<file path="src/rtl/stream_reader.sv">
// Strided memory reader: fetches COUNT words from START by STRIDE and streams them out
// through a credit-limited FIFO. Define STREAM_READER_REPEAT_EN to add the REPEAT port.
//
// state  | meaning
// IDLE   | waiting for GO; transfer parameters latched when it arrives
// RUN    | issuing reads under FIFO credit and delivering beats
// FINISH | one-cycle DONE pulse, then back to IDLE
module stream_reader #(
    parameter int DWIDTH     = 8,
    parameter int AWIDTH     = 32,
    parameter int CWIDTH     = 16,
    parameter int RD_LATENCY = 1,
    parameter int FIFO_DEPTH = 4
) (
    input  logic              CLOCK,
    input  logic              RESET,
    input  logic              GO,
    input  logic [AWIDTH-1:0] START,
    input  logic [CWIDTH-1:0] COUNT,
    input  logic [AWIDTH-1:0] STRIDE,
`ifdef STREAM_READER_REPEAT_EN
    input  logic              REPEAT,
`endif
    output logic              BUSY,
    output logic              DONE,
    output logic [AWIDTH-1:0] ADDR,
    output logic              REN,
    input  logic [DWIDTH-1:0] DATAI,
    output logic [DWIDTH-1:0] DATAO,
    output logic              VALID,
    input  logic              READY,
    output logic              LAST
);

    localparam int PW   = (FIFO_DEPTH > 1) ? $clog2(FIFO_DEPTH) : 1;
    localparam int CNTW = $clog2(FIFO_DEPTH + 1);
    localparam int OW   = $clog2(FIFO_DEPTH + RD_LATENCY + 1) + 1;
    localparam int PAW  = $clog2(FIFO_DEPTH + 1) + 1;

    typedef enum logic [1:0] {
        IDLE   = 2'd0,
        RUN    = 2'd1,
        FINISH = 2'd2
    } state_t;

    state_t              state_q, state_d;
    logic [AWIDTH-1:0]   start_q, start_d;
    logic [AWIDTH-1:0]   stride_q, stride_d;
    logic [CWIDTH-1:0]   count_q, count_d;
    logic [AWIDTH-1:0]   addr_q, addr_d;
    logic [CWIDTH-1:0]   issue_cnt_q, issue_cnt_d;
    logic [CWIDTH-1:0]   beat_cnt_q, beat_cnt_d;
    logic [RD_LATENCY-1:0] pipe_q, pipe_d;
    logic [DWIDTH-1:0]   mem_q [FIFO_DEPTH];
    logic [DWIDTH-1:0]   mem_d [FIFO_DEPTH];
    logic [PW-1:0]       wr_ptr_q, wr_ptr_d;
    logic [PW-1:0]       rd_ptr_q, rd_ptr_d;
    logic [CNTW-1:0]     fifo_cnt_q, fifo_cnt_d;
    logic [PAW-1:0]      pass_ahead_q, pass_ahead_d;

    logic                ren;
    logic                push;
    logic                pop;
    logic                fifo_valid;
    logic                credit_ok;
    logic                repeat_active;
    logic                pass_inc;
    logic                pass_dec;
    logic [OW-1:0]       inflight;
    logic [OW-1:0]       occupancy;

`ifdef STREAM_READER_REPEAT_EN
    logic repeat_q, repeat_d;
    assign repeat_active = repeat_q & REPEAT;
`else
    assign repeat_active = 1'b0;
`endif

    assign fifo_valid = (fifo_cnt_q != '0);
    assign pop        = fifo_valid & READY;
    assign push       = pipe_q[RD_LATENCY-1];

    // Credit counts reads still in the memory pipe plus stored words, minus this cycle's pop.
    always_comb begin
        inflight = '0;
        for (int i = 0; i < RD_LATENCY; i++) begin
            inflight = inflight + OW'(pipe_q[i]);
        end
        occupancy = inflight + OW'(fifo_cnt_q) - OW'(pop);
        credit_ok = (occupancy < OW'(FIFO_DEPTH));
    end

    always_comb begin
        state_d     = state_q;
        start_d     = start_q;
        stride_d    = stride_q;
        count_d     = count_q;
        addr_d      = addr_q;
        issue_cnt_d = issue_cnt_q;
        beat_cnt_d  = beat_cnt_q;
        ren         = 1'b0;
        pass_inc    = 1'b0;
        pass_dec    = 1'b0;
        pass_ahead_d = pass_ahead_q;
`ifdef STREAM_READER_REPEAT_EN
        repeat_d    = repeat_q & REPEAT;
`endif

        case (state_q)
            IDLE: begin
                if (GO) begin
                    start_d      = START;
                    stride_d     = STRIDE;
                    count_d      = COUNT;
                    addr_d       = START;
                    issue_cnt_d  = COUNT;
                    beat_cnt_d   = COUNT;
                    pass_ahead_d = '0;
`ifdef STREAM_READER_REPEAT_EN
                    repeat_d     = REPEAT;
`endif
                    state_d      = (COUNT == '0) ? FINISH : RUN;
                end
            end
            RUN: begin
                ren = (issue_cnt_q != '0) && credit_ok;
                if (ren) begin
                    if ((issue_cnt_q == CWIDTH'(1)) && repeat_active) begin
                        issue_cnt_d = count_q;
                        addr_d      = start_q;
                        pass_inc    = 1'b1;
                    end else begin
                        issue_cnt_d = issue_cnt_q - CWIDTH'(1);
                        addr_d      = addr_q + stride_q;
                    end
                end
                // A pass already issued ahead keeps the stream going past this LAST beat.
                if (pop) begin
                    if (beat_cnt_q == CWIDTH'(1)) begin
                        if (pass_ahead_q != '0) begin
                            beat_cnt_d = count_q;
                            pass_dec   = 1'b1;
                        end else begin
                            state_d    = FINISH;
                        end
                    end else begin
                        beat_cnt_d = beat_cnt_q - CWIDTH'(1);
                    end
                end
                pass_ahead_d = pass_ahead_q + PAW'(pass_inc) - PAW'(pass_dec);
            end
            FINISH: begin
                state_d = IDLE;
            end
            default: begin
                state_d = IDLE;
            end
        endcase
    end

    always_comb begin
        pipe_d[0] = ren;
        for (int i = 1; i < RD_LATENCY; i++) begin
            pipe_d[i] = pipe_q[i-1];
        end
    end

    always_comb begin
        mem_d      = mem_q;
        wr_ptr_d   = wr_ptr_q;
        rd_ptr_d   = rd_ptr_q;
        if (push) begin
            mem_d[wr_ptr_q] = DATAI;
            wr_ptr_d        = wr_ptr_q + PW'(1);
        end
        if (pop) begin
            rd_ptr_d = rd_ptr_q + PW'(1);
        end
        fifo_cnt_d = fifo_cnt_q + CNTW'(push) - CNTW'(pop);
    end

    always_ff @(posedge CLOCK or negedge RESET) begin
        if (!RESET) begin
            state_q      <= IDLE;
            start_q      <= '0;
            stride_q     <= '0;
            count_q      <= '0;
            addr_q       <= '0;
            issue_cnt_q  <= '0;
            beat_cnt_q   <= '0;
            pipe_q       <= '0;
            wr_ptr_q     <= '0;
            rd_ptr_q     <= '0;
            fifo_cnt_q   <= '0;
            pass_ahead_q <= '0;
            for (int i = 0; i < FIFO_DEPTH; i++) begin
                mem_q[i] <= '0;
            end
`ifdef STREAM_READER_REPEAT_EN
            repeat_q     <= 1'b0;
`endif
        end else begin
            state_q      <= state_d;
            start_q      <= start_d;
            stride_q     <= stride_d;
            count_q      <= count_d;
            addr_q       <= addr_d;
            issue_cnt_q  <= issue_cnt_d;
            beat_cnt_q   <= beat_cnt_d;
            pipe_q       <= pipe_d;
            wr_ptr_q     <= wr_ptr_d;
            rd_ptr_q     <= rd_ptr_d;
            fifo_cnt_q   <= fifo_cnt_d;
            pass_ahead_q <= pass_ahead_d;
            mem_q        <= mem_d;
`ifdef STREAM_READER_REPEAT_EN
            repeat_q     <= repeat_d;
`endif
        end
    end

    assign BUSY  = (state_q != IDLE);
    assign DONE  = (state_q == FINISH);
    assign ADDR  = addr_q;
    assign REN   = ren;
    assign DATAO = mem_q[rd_ptr_q];
    assign VALID = fifo_valid;
    assign LAST  = fifo_valid && (beat_cnt_q == CWIDTH'(1));

endmodule

</file>
<file path="config.mk">
export PLATFORM = sky130hd
export DESIGN_NAME = stream_reader
export DESIGN_NICKNAME = d
export VERILOG_FILES = /design/src/rtl/stream_reader.sv
export SDC_FILE = /design/constraint.sdc
export NUM_CORES = 1
export LEC_CHECK = 0
export ABC_CLOCK_PERIOD_IN_PS = 3400
export CORE_AREA = 2 2 186 188
export DETAILED_ROUTE_END_ITERATION = 8
export DIE_AREA = 0 0 188 190
export PLACE_DENSITY_LB_ADDON = 0.12
export RECOVER_POWER = 50
export SYNTH_ARGS = -nofsm -noshare
export SYNTH_HDL_FRONTEND = slang
export SYNTH_SLANG_ARGS = --single-unit
export TNS_END_PERCENT = 20
</file>
<file path="constraint.sdc">
create_clock -name CLOCK -period 3.4 [get_ports CLOCK]
set_input_delay 0.51 -clock CLOCK [delete_from_list [all_inputs] [get_ports CLOCK]]
set_output_delay 0.51 -clock CLOCK [all_outputs]
set_load 0.01 [all_outputs]
</file>
# [After elaboration in Yosys (flattened, before gate mapping)]
# Index checks and enable logic that the tools add are counted.
[totals] mem_bits_rw=0 latch_bits=0 wordCells=87 ff_bits=158 out_inout_bits=45 memories=0 in_bits=92 mem_bits_ro=0
[op_classes] shift=0 magnitude_cmp=4 reduce_logical=15 n_eq_ne=9 mux=30 mul=0 add_sub_neg=11 div=0 bitwise_logic=3
[ops] op="$mux 16" n=5
[ops] op="$mux 32" n=2
[ops] op="$pmux 16 s2" n=2
[ops] op="$pmux 32 s2" n=1
[ops] op="$add 32x32->32" n=1
[ops] op="$bwmux 32" n=1
[ops] op="$sub 16x1->16 const B" n=2
[ops] op="$mux 8" n=3
[ops] op="$bmux 8 s2" n=1
[ops] op="$demux 8 s2" n=1
[ops] op="$eq 16x1->1 const B" n=1
[ops] op="$logic_not 16->1" n=1
[ops] op="$reduce_bool 16->1" n=1
[ops] op="$mux 2" n=5
[ops] op="$ne 2x2->1 const B" n=5
[ops] op="$pmux 4 s2" n=1
[ops] op="$reduce_and 4->1" n=2
[ops] op="$sub 4x1->4" n=2
[ops] op="$ge 3x3->1 const B" n=2
[ops] op="$mux 1" n=6
[ops] op="$not 2->3" n=2
[ops] op="$add 1x3->4" n=1
[ops] op="$add 2x1->2 const B" n=2
[ops] op="$add 4x1->4" n=1
[ops] op="other kinds (17)" n=21

# [Longest topological paths before layout]
[depth] word_depth=7 depth_mapped=17 depth_no_buf=16

# [Least setup slack after synthesis]
# Ideal clock, no wire load.
[synth_timing] path_kind="reg-to-output" startpoint="reg fifo_cnt_q[1]" endpoint="out REN" arrival_ps=2427 required_ps=2890 n_path_buf=1 path_slack_ps=463 stages_incl_launch_ff=15 cell_sequence="dfrtp_1 inv_1 nand3_1 and2_1 nand2_1 o21ai_0 ha_1 inv_1 fa_1 nand2b_1 o21ai_0 a22oi_1 or2_1 buf_6 inv_4"
[synth_via] elab_chain_len=6 elab_cells_between_ends=7 classes_between="2 x add/sub; 1 x order compare; 1 x mux; 1 x bitwise; 2 x reduce/logical"
[synth_lines] item="start, declared" line_no="58" rtl="logic [CNTW-1:0] fifo_cnt_q, fifo_cnt_d;"
[synth_lines] item="start signal, assigned" line_no="213" rtl="fifo_cnt_q <= fifo_cnt_d;"
[synth_lines] item="$reduce_bool 3->1" line_no="79" rtl="assign fifo_valid = (fifo_cnt_q != '0);"
[synth_lines] item="named net VALID" line_no="30" rtl="output logic VALID,"
[synth_lines] item="$and 1x1->1" line_no="80" rtl="assign pop = fifo_valid & READY;"
[synth_lines] item="$sub 4x1->4" line_no="89" rtl="occupancy = inflight + OW'(fifo_cnt_q) - OW'(pop);"
[synth_lines] item="$lt 4x3->1" line_no="90" rtl="credit_ok = (occupancy < OW'(FIFO_DEPTH));"
[synth_lines] item="$logic_and 1x1->1" line_no="126" rtl="ren = (issue_cnt_q != '0) && credit_ok;"
[synth_lines] item="$mux 1" line_no="109" rtl="case (state_q)"
[synth_lines] item="end, declared" line_no="27" rtl="output logic REN,"
# The timed path passes the listed nets, and every way through them passes these cells.

# [Worst setup path after layout]
[layout_timing] startpoint="in READY" endpoint="out REN"
[layout_via] elab_chain_len=5
[layout_lines] item="start, declared" line_no="31" rtl="input logic READY,"
[layout_lines] item="$and 1x1->1" line_no="80"
[layout_lines] item="$sub 4x1->4" line_no="89"
[layout_lines] item="$lt 4x3->1" line_no="90"
[layout_lines] item="$logic_and 1x1->1" line_no="126"
[layout_lines] item="$mux 1" line_no="109"
# No other way between the ends.

==> results.sh <==
export IMPL_outcome="finished clean"
export IMPL_syn_num_nets=1206
export IMPL_setup_viol=0
export IMPL_cp_arrival_ns=2.73
export IMPL_skew_ns=0.0136
export IMPL_drive_above_1_share=0.117
export IMPL_wl_met2_microns=12800
export IMPL_pwr_share_comb=0.578
export IMPL_worst_setup_path_end_kind="output pin"
export IMPL_cp_start_kind="input port"
export IMPL_drtIter0Drc=582
export IMPL_grt_overflow=0
export IMPL_synth_edf_count=0
export IMPL_setup_slack_ns=0.164
export IMPL_diodes=0
export IMPL_num_nets_final=1350
export IMPL_netlist_area_sq_um=9310
export IMPL_crit_slowest_cell="clkdlybuf4s50_1"
export IMPL_place_gp_congestion=0.795
export IMPL_core_area_sq_um=33900
export IMPL_ys_warnings_count=0
export IMPL_grt_max_degree=64
export IMPL_reg2reg_depth=16
export IMPL_route_detailed_drc=0
export IMPL_p_clk_frac=0.158
export IMPL_cap_violations=0
export IMPL_finalCriticalPeriod_ns=3.24
export IMPL_switchingPower_w=0.00592
export IMPL_setup_tns_ns=0
export IMPL_crit_type="input port to output pin"
export IMPL_ant_nets=0
export IMPL_crit_buf_inv=4
export IMPL_syn_inst=1069
export IMPL_seq_power_share=0.264
export IMPL_wl_met1_microns=13600
export IMPL_grt_pass1_wl_microns=45000
export IMPL_critPathMaxStageDelay_ns=0.47
export IMPL_syn_to_final_growth_pct=29.7
export IMPL_hp_start="count_q[11]"
export IMPL_holdPathEnd="count_q[11]"
export IMPL_grt_use_total=0.160
export IMPL_fmaxAchievable_mhz=309
export IMPL_rsz0062_at_grt="false"
export IMPL_numPortBuffers=136
export IMPL_num_vias=8144
export IMPL_avgViaCountPerCell=4.84
export IMPL_synth_cell_types=59
export IMPL_dp_hpwl_microns=19600
export IMPL_wl_met3_microns=831
export IMPL_clockBufferDepth=2
export IMPL_path_max_fanout=3
export IMPL_htreeDepth=4
export IMPL_p_per_area_nw_per_um2=1110
export IMPL_peakVddDrop_mv=0.433
export IMPL_clockRootBuffer="clkbuf_16"
export IMPL_ys_seq_elements=158
export IMPL_syn_avg_cell_area_sq_um=8.71
export IMPL_reg2reg_from="fifo_cnt_q[1]"
export IMPL_final_util=0.356
export IMPL_finalHoldViolCount=0
export IMPL_path_depth=13
export IMPL_top_layer="met4"
export IMPL_die_x_microns=188
export IMPL_synthFlopType="dfrtp_1"
export IMPL_cts_made_buffers=17
export IMPL_wl_per_cell_microns=16.3
export IMPL_die_area_sq_um=35700
export IMPL_slew_limit_headroom=0.142
export IMPL_clk_insertion_delay_late_ns=0.46
export IMPL_period_share=0.952
export IMPL_drv_slew=0
export IMPL_hold_path_class="register to register"
export IMPL_rr_endpoint="ADDR[14]"
export IMPL_crit_family="buffers and inverters"
export IMPL_p_int_w=0.00747
export IMPL_crit_chain="clkdlybuf4s50_1 -> and2_4 -> nand2_1 -> o21ai_0 -> ha_2 -> inv_1 -> fa_2 -> xnor2_2 -> o22ai_2 -> a22oi_2 -> or2_4 -> inv_4 -> buf_2"
export IMPL_crit_required_ns=2.89
export IMPL_seq_area_frac_synth=0.425
export IMPL_synthArstFlopShare=1.00
export IMPL_pre_cts_slack_ns=-0.482
export IMPL_num_rows=68
export IMPL_tightestPinTransition_ns=1.29
export IMPL_routed_wl_microns=27500
export IMPL_antenna_found_initial=0
export IMPL_clock_sinks=158
export IMPL_grt_pass1_vias=8218
export IMPL_die_height_microns=190
export IMPL_cts_tree="yes"
export IMPL_clk_pin_slew_ns=0.07
export IMPL_floorplan_initialDensity=0.274
export IMPL_drt_pre_antenna_iters=4
export IMPL_r2r_slack_ns=0.44
export IMPL_min_path_cells=2
export IMPL_io_pins=137
export IMPL_power_leakage_nw=5.28
export IMPL_sw_frac_of_total=0.442
[per-stage QoR]
stage | area (sq um) | hold slack [ns] | power [W] | cells
2_1_floorplan | 9310 | 0.214 | 0.00847 | 1069
3_3_place_gp | 11400 | 0.463 | 0.0112 | 1646
3_5_place_dp | 11400 | 0.462 | 0.0113 | 1646
4_1_cts | 12100 | 0.480 | 0.0135 | 1680
5_1_grt | 12100 | 0.498 | 0.0146 | 1681
6_report | 12100 | 0.480 | 0.0134 | 1681
[cells in the final DEF, fill, tap and decap left out, types with 11 or more instances in the layout]
cell | netlist | layout
nand2_1 | 234 | 233
dfrtp_1 | 158 | 158
clkdlybuf4s50_1 | 0 | 134
a21oi_1 | 84 | 84
nor2_1 | 77 | 77
o21ai_0 | 73 | 72
ha_1 | 43 | 42
buf_4 | 0 | 38
mux2_2 | 34 | 34
inv_1 | 31 | 31
nand3_1 | 24 | 23
nor3_1 | 21 | 21
a211oi_1 | 19 | 19
xnor2_1 | 19 | 18
xor2_1 | 17 | 17
clkbuf_16 | 0 | 17
nand4_1 | 13 | 13
and3_1 | 12 | 12
nor4_1 | 11 | 11
[worst max path at each step]
stage / startpoint / endpoint
floorplan: fifo_cnt_q[1] / REN
global placement: READY / REN
detailed placement: READY / REN
CTS: fifo_cnt_q[1] / REN
global route: fifo_cnt_q[1] / REN
finish: READY / REN
[synth_stat cells (5+ instances only)]
master | number | area share
and3_1 | 12 | 0.0081
o22ai_1 | 10 | 0.0067
nand2_1 | 234 | 0.094
nor3_1 | 21 | 0.011
a21o_1 | 9 | 0.0073
or3_1 | 6 | 0.0040
nand4_1 | 13 | 0.0087
nand3_1 | 24 | 0.013
xnor2_1 | 19 | 0.018
nor4_1 | 11 | 0.0074
o211ai_1 | 8 | 0.0065
or4_1 | 6 | 0.0048
clkbuf_1 | 39 | 0.016
nor2b_1 | 6 | 0.0040
mux4_2 | 8 | 0.019
dfrtp_1 | 158 | 0.42
a21oi_1 | 84 | 0.045
mux2_2 | 34 | 0.041
ha_1 | 43 | 0.058
o21ai_0 | 73 | 0.039
nand2b_1 | 6 | 0.0040
xor2_1 | 17 | 0.016
a31oi_1 | 11 | 0.0074
nor2_1 | 77 | 0.031
a22oi_1 | 6 | 0.0048
inv_1 | 31 | 0.013
o31ai_1 | 7 | 0.0056
buf_2 | 11 | 0.0059
and2_1 | 6 | 0.0040
o21bai_1 | 5 | 0.0040
a211oi_1 | 19 | 0.015
[area by class of cell]
type | instances | area (sq um)
Sequential cell | 158 | 3950
Clock buffer | 17 | 425
Clock inverter | 15 | 211
Inverter | 32 | 123
Fill cell | 3535 | 21900
Timing Repair Buffer | 180 | 1700
Multi-Input combinational cell | 824 | 5080
Tap cell | 455 | 569
[tightest hold or removal path, stage by stage, from the launching register on]
cell and delay (ns):
dfrtp_1 0.34, nand2_1 0.05, nand2_1 0.05
[flip-flops by register name (all words and copies together), names as in the netlist]
| register | count |
|---|---|
| pass_ahead_q | 4 |
| ADDR | 32 |
| state_q | 2 |
| pipe_q | 1 |
| rd_ptr_q | 2 |
| stride_q | 32 |
| mem_q | 32 |
| fifo_cnt_q | 3 |
| wr_ptr_q | 2 |
| count_q | 16 |
| issue_cnt_q | 16 |
| beat_cnt_q | 16 |
[per-layer routing]
metal  vias up  global-route usage
met3        12              0.0258
met5         -                   0
li1       4072                   -
met2       127               0.257
met1      3933               0.221
met4         0              0.0482
[power by group through the flow]
stage                     Combinational [W]  Clock (W)  Sequential (W)
after floorplan                     0.00508          0         0.00339
after global placement              0.00761          0         0.00358
after detailed placement            0.00767          0         0.00358
after CTS                           0.00777    0.00219         0.00356
after global routing                0.00870    0.00225         0.00368
final                               0.00774    0.00212         0.00353
[kinds of logic (layout without fill, tap and decap cells)]
kind of cell,after synthesis,after routing,share of synthesized area
xor+xnor,36,36,0.0339
flops,158,158,0.425
simple gates,433,433,0.206
mux,46,46,0.0648
fa+ha+maj,45,45,0.0621
compound gates,264,264,0.171
buf+inv,87,244,0.0376
[timing repair]
| action | 4_1_cts | 5_1_grt |
|---|---|---|
| pin swaps | 4 | 2 |
| hold buffers | 1 | 0 |
| buffers inserted | 1 | 1 |
| gates resized for setup | 12 | 3 |
| endpoints found under the setup margin | 1 | 1 |
| endpoints found under the hold margin | 6 | 0 |
No activity file was read; power rests on OpenSTA's default activity.
